**src/rtl/counter_pkg.sv**
```systemverilog
// Shared definitions for the T-flip-flop counter family: mode encodings and Gray conversion.
package counter_pkg;

  localparam logic [1:0] MODE_UP   = 2'b00;
  localparam logic [1:0] MODE_DOWN = 2'b01;
  localparam logic [1:0] MODE_GRAY = 2'b10;
  localparam logic [1:0] MODE_HOLD = 2'b11;

  // Sized for the widest legal counter; callers cast down to their own width.
  function automatic logic [15:0] bin2gray(input logic [15:0] bin);
    return bin ^ (bin >> 1);
  endfunction

endpackage

```
**src/rtl/tff_cell.sv**
```systemverilog
// Single T flip-flop: toggles on T_i, asynchronous active-low reset to 0.
module tff_cell (
  input  logic clk_i,
  input  logic reset_i,
  input  logic T_i,
  output logic Q_o
);

  always_ff @(posedge clk_i or negedge reset_i) begin
    if (!reset_i) begin
      Q_o <= 1'b0;
    end else if (T_i) begin
      Q_o <= ~Q_o;
    end
  end

endmodule

```
**src/rtl/counter_t_ff_param.sv**
```systemverilog
// Parametrised T-FF counter with up/down/Gray modes, clear, load, cascade carry and wrap pulse.
module counter_t_ff_param
  import counter_pkg::*;
#(
  parameter int unsigned WIDTH = 3,
  parameter int unsigned MOD   = 2 ** WIDTH
) (
  input  logic             clk_i,
  input  logic             reset_i,
  input  logic             en_i,
  input  logic [1:0]       mode_i,
  input  logic             clear_i,
  input  logic             load_i,
  input  logic [WIDTH-1:0] load_val_i,
  output logic [WIDTH-1:0] Q_o,
  output logic             tc_o,
  output logic             wrap_o
);

  if (WIDTH < 2 || WIDTH > 16 || MOD < 2 || MOD > 2 ** WIDTH) begin : g_bad_param
    $error("counter_t_ff_param: illegal WIDTH/MOD combination");
  end

  localparam logic [WIDTH-1:0] TOP_VAL  = WIDTH'(MOD - 1);
  localparam logic [WIDTH-1:0] ALL_ONES = {WIDTH{1'b1}};
  localparam logic [WIDTH-1:0] ONE      = {{(WIDTH - 1){1'b0}}, 1'b1};
  localparam logic [WIDTH:0]   MOD_EXT  = (WIDTH + 1)'(MOD);

  logic [WIDTH-1:0] bin_q, bin_next, step_val, terminal, load_sat, toggle;
  logic [WIDTH-1:0] q_d, q_q;
  logic             wrap_d, wrap_q;
  logic             over_range, wrap_step, active;

  for (genvar i = 0; i < WIDTH; i++) begin : g_bit
    tff_cell u_tff (
      .clk_i   (clk_i),
      .reset_i (reset_i),
      .T_i     (toggle[i]),
      .Q_o     (bin_q[i])
    );
  end

  assign toggle     = bin_q ^ bin_next;
  assign over_range = {1'b0, bin_q} >= MOD_EXT;
  assign active     = en_i & (mode_i != MODE_HOLD) & ~clear_i & ~load_i;

  // Gray mode spans the full 2**WIDTH range, so only binary modes saturate a load.
  assign load_sat = (({1'b0, load_val_i} >= MOD_EXT) && (mode_i != MODE_GRAY)) ?
                    TOP_VAL : load_val_i;

  always_comb begin
    terminal  = TOP_VAL;
    wrap_step = 1'b0;
    step_val  = bin_q;
    case (mode_i)
      MODE_UP: begin
        terminal  = TOP_VAL;
        wrap_step = (bin_q == TOP_VAL) || over_range;
        step_val  = wrap_step ? '0 : bin_q + ONE;
      end
      MODE_DOWN: begin
        terminal  = '0;
        wrap_step = (bin_q == '0) || over_range;
        step_val  = wrap_step ? TOP_VAL : bin_q - ONE;
      end
      MODE_GRAY: begin
        terminal  = ALL_ONES;
        wrap_step = (bin_q == ALL_ONES);
        step_val  = bin_q + ONE;
      end
      default: begin
        terminal  = TOP_VAL;
        wrap_step = 1'b0;
        step_val  = bin_q;
      end
    endcase
  end

  always_comb begin
    bin_next = bin_q;
    if (clear_i) begin
      bin_next = '0;
    end else if (load_i) begin
      bin_next = load_sat;
    end else if (active) begin
      bin_next = step_val;
    end
  end

  always_comb begin
    q_d = bin_next;
    case (mode_i)
      MODE_GRAY: q_d = WIDTH'(bin2gray(16'(bin_next)));
      MODE_HOLD: q_d = q_q;
      default:   q_d = bin_next;
    endcase
  end

  assign wrap_d = active & wrap_step;
  assign tc_o   = active & (bin_q == terminal);

  always_ff @(posedge clk_i or negedge reset_i) begin
    if (!reset_i) begin
      q_q    <= '0;
      wrap_q <= 1'b0;
    end else begin
      q_q    <= q_d;
      wrap_q <= wrap_d;
    end
  end

  assign Q_o    = q_q;
  assign wrap_o = wrap_q;

endmodule

```
**config.mk**
```make
export PLATFORM = sky130hd
export DESIGN_NAME = counter_t_ff_param
export DESIGN_NICKNAME = d
export VERILOG_FILES = /design/src/rtl/counter_pkg.sv /design/src/rtl/tff_cell.sv /design/src/rtl/counter_t_ff_param.sv
export SDC_FILE = /design/constraint.sdc
export NUM_CORES = 1
export LEC_CHECK = 0
export ABC_AREA = 1
export BUFFER_PORTS_ARGS = -buffer_cell sky130_fd_sc_hd__buf_2
export CAP_MARGIN = 20
export CORE_ASPECT_RATIO = 1.2
export CORE_UTILIZATION = 30
export DETAILED_ROUTE_END_ITERATION = 16
export PLACE_DENSITY = 0.5
export SYNTH_ARGS = -nofsm -noshare
export SYNTH_HDL_FRONTEND = slang
export SYNTH_SLANG_ARGS = --single-unit
```
**constraint.sdc**
```tcl
create_clock -name clk_i -period 3.3 [get_ports clk_i]
set_input_delay 0.33 -clock clk_i [delete_from_list [all_inputs] [get_ports clk_i]]
set_output_delay 0.33 -clock clk_i [all_outputs]
set_load 0.02 [all_outputs]
```
==> results.sh <==
export IMPL_rsz0062_at_grt="false"
export IMPL_track_usage_pct=13.0
export IMPL_cts_hold_buffers_added=1
export IMPL_start_util_pct=33.3
export IMPL_core_area_um2=1910
export IMPL_placed_area_um2=719
export IMPL_vias_per_cell=4.61
export IMPL_placement_io_buffers=14
export IMPL_fin_ws_ps=1680
export IMPL_synthTopCellsByCount="nand2_1, inv_1, nor2_1, dfrtp_1, nand2_2"
export IMPL_syn_num_nets=102
export IMPL_startpoint_type="flop"
export IMPL_setup_tns_ps=0
export IMPL_cts_buffers_inserted=3
export IMPL_finalSetupViolCount=0
export IMPL_drive_gt1_share_pct=35.8
export IMPL_synth_edf_count=0
export IMPL_antenna_found_initial=0
export IMPL_clock_path_buffers=2
export IMPL_drt_first_pass_iters=6
export IMPL_wl_per_cell_um=10.6
export IMPL_synth_cells=88
export IMPL_finish_instance_area_um2=756
export IMPL_gr_total_overflow=0
export IMPL_antenna_cells=0
export IMPL_cts_resized=0
export IMPL_vias=576
export IMPL_drtAntennaViolNets=0
export IMPL_synth_async_reset_ratio_pct=100
export IMPL_cts_tree="built"
export IMPL_total_power_mw=0.256
export IMPL_leakagePower_nw=0.429
export IMPL_rows=17
export IMPL_die_area_um2=2310
export IMPL_synth_most_common_cell="nand2_1"
export IMPL_outcome="complete, no violations"
export IMPL_power_density_nw_per_um2=339
export IMPL_ys_ff_latch=7
export IMPL_gp_congestion=0.768
export IMPL_cts_root_buffer="clkbuf_4"
export IMPL_worstPathRequired_ps=3440
export IMPL_ys_top_cells_by_area="dfrtp_1, nand2_1, ha_1"
export IMPL_cts_sinks=7
export IMPL_cp_arrival_ps=1770
export IMPL_post_route_period_util_pct=49.2
export IMPL_ios=15
export IMPL_synthFlopType="dfrtp_1"
export IMPL_area_delta_synth_final_pct=18.7
export IMPL_worst_slew_pin_transition_ps=340
export IMPL_nFillCells=211
export IMPL_ys_warn_count=0
export IMPL_ys_seq_area_share_pct=27.5
export IMPL_grt_pass1_wl_mm=2.17
export IMPL_drv_slew=0
export IMPL_timing_hold_ws_ps=382
export IMPL_grt_max_degree=9
export IMPL_yosysUniqueCellTypes=22
export IMPL_hp_class="in2reg"
export IMPL_peakVddDrop_mv=0.227
export IMPL_die_width_um=44.1
export IMPL_crit_type="reg2reg"
export IMPL_cap_viol_max_count=0
export IMPL_hpwl_mm=1.07
export IMPL_postCtsSetupRepairBufs=0
export IMPL_fmax_ghz=0.616
export IMPL_clock_skew_final_ps=3.34
export IMPL_drt_iter0_markers=4
export IMPL_hold_viol_final=0
export IMPL_drt_total_wl_mm=1.32
export IMPL_cts_htree_levels=1
export IMPL_layout_nets=121
export IMPL_avgSynthCellArea_um2=7.24
export IMPL_yosys_area_top_type="dfrtp_1"
export IMPL_post_route_min_period_ps=1620
export IMPL_worst_setup_path_end_kind="flop"
export IMPL_slew_headroom_pct=77.1
export IMPL_synth_area_um2=637
export IMPL_grt_pass1_vias=513
export IMPL_die_h_um=52.5
export IMPL_path_max_fanout=6
export IMPL_netlist_area_leader_share_pct=27.5
export IMPL_drc=0
export IMPL_pre_cts_ws_ps=1680
export IMPL_cts_reportedPaths_clkPinSlew_ps=50
export IMPL_clock_latency_ps=250
==> registers in the layout (all words and copies together) (netlist names) <==
signal           cells
Q_o                  3
g_bit.u_tff.Q_o      3
wrap_o               1
==> metrics by stage <==
step | cells | util [%]
3_5_place_dp | 120 | 37.6
5_1_grt | 125 | 39.5
2_1_floorplan | 88 | -
4_1_cts | 125 | 39.5
3_3_place_gp | 120 | 37.6
6_report | 125 | 39.5
==> logic make-up after synthesis <==
family / Yosys count / synth area share, %
adders and majority gates: 4 / 7.86
DFF: 7 / 27.5
and+or+nand+nor: 46 / 38.7
xor gates and xnor gates: 1 / 1.38
buffers and inverters: 18 / 12.0
AOI/OAI and AO/OA: 12 / 12.6
==> area by class of cell <==
cell class	count	area, um^2	share of cell area, %
Tap cell	19	23.8	3.15
Clock buffer	4	26.3	3.48
Timing Repair Buffer	15	80.1	10.6
Sequential cell	7	175	23.2
Inverter	17	65.1	8.61
Multi-Input combinational cell	63	385	51.0
==> layer usage <==
metal	track usage, %	vias to the layer above	wire length [um]
li1	-	309	-
met1	16.0	250	647
met5	0	-	0
met3	1.03	5	33
met4	9.09	0	34
met2	21.1	12	608
==> report_power, final <==
group	internal (mW)	switching, mW
Sequential	0.0932	0.00696
Combinational	0.0300	0.0490
Clock	0.0461	0.0308
Total	0.169	0.0867
==> final timing paths <==
kind | from | end | slack [ps] | cells after the start
hold reg to reg | Q_o[1]$_DFFE_PN0N_ | Q_o[1]$_DFFE_PN0N_ | 490 | 2
setup / recovery | g_bit[0].u_tff.Q_o$_DFFE_PN0P_ | Q_o[1]$_DFFE_PN0N_ | 1680 | 11
min in group asynchronous | reset_i | Q_o[0]$_DFFE_PN0N_ | 440 | 2
max in group asynchronous | reset_i | g_bit[2].u_tff.Q_o$_DFFE_PN0P_ | 2700 | 2
setup reg to reg | g_bit[0].u_tff.Q_o$_DFFE_PN0P_ | Q_o[1]$_DFFE_PN0N_ | 1680 | 11
hold / removal | clear_i | g_bit[2].u_tff.Q_o$_DFFE_PN0P_ | 380 | 4
==> layout by cell type, fill, tap and decap left out, types with 2 or more instances in the layout <==
cell      synthesis  routed
o21ai_0           3       3
ha_1              4       4
inv_1            13      13
nor2_1           12      12
a21oi_2           4       4
nand3_2           4       4
inv_2             3       3
nand2_2           6       6
nand3_1           2       2
buf_2             0      14
nand2_1          18      18
dfrtp_1           7       7
clkbuf_4          0       3
o22ai_1           2       2
==> critical path: stages, from the launching register on <==
cell and delay (ps):
dfrtp_1 440, ha_1 230, ha_1 280, nor2_1 40
nor2_1 100, nand2_1 70, nand2_2 80, nand2_2 60
inv_2 60, nand3_2 50, nand3_2 70, nand2_2 40
No activity file was read; power rests on OpenSTA's default activity.
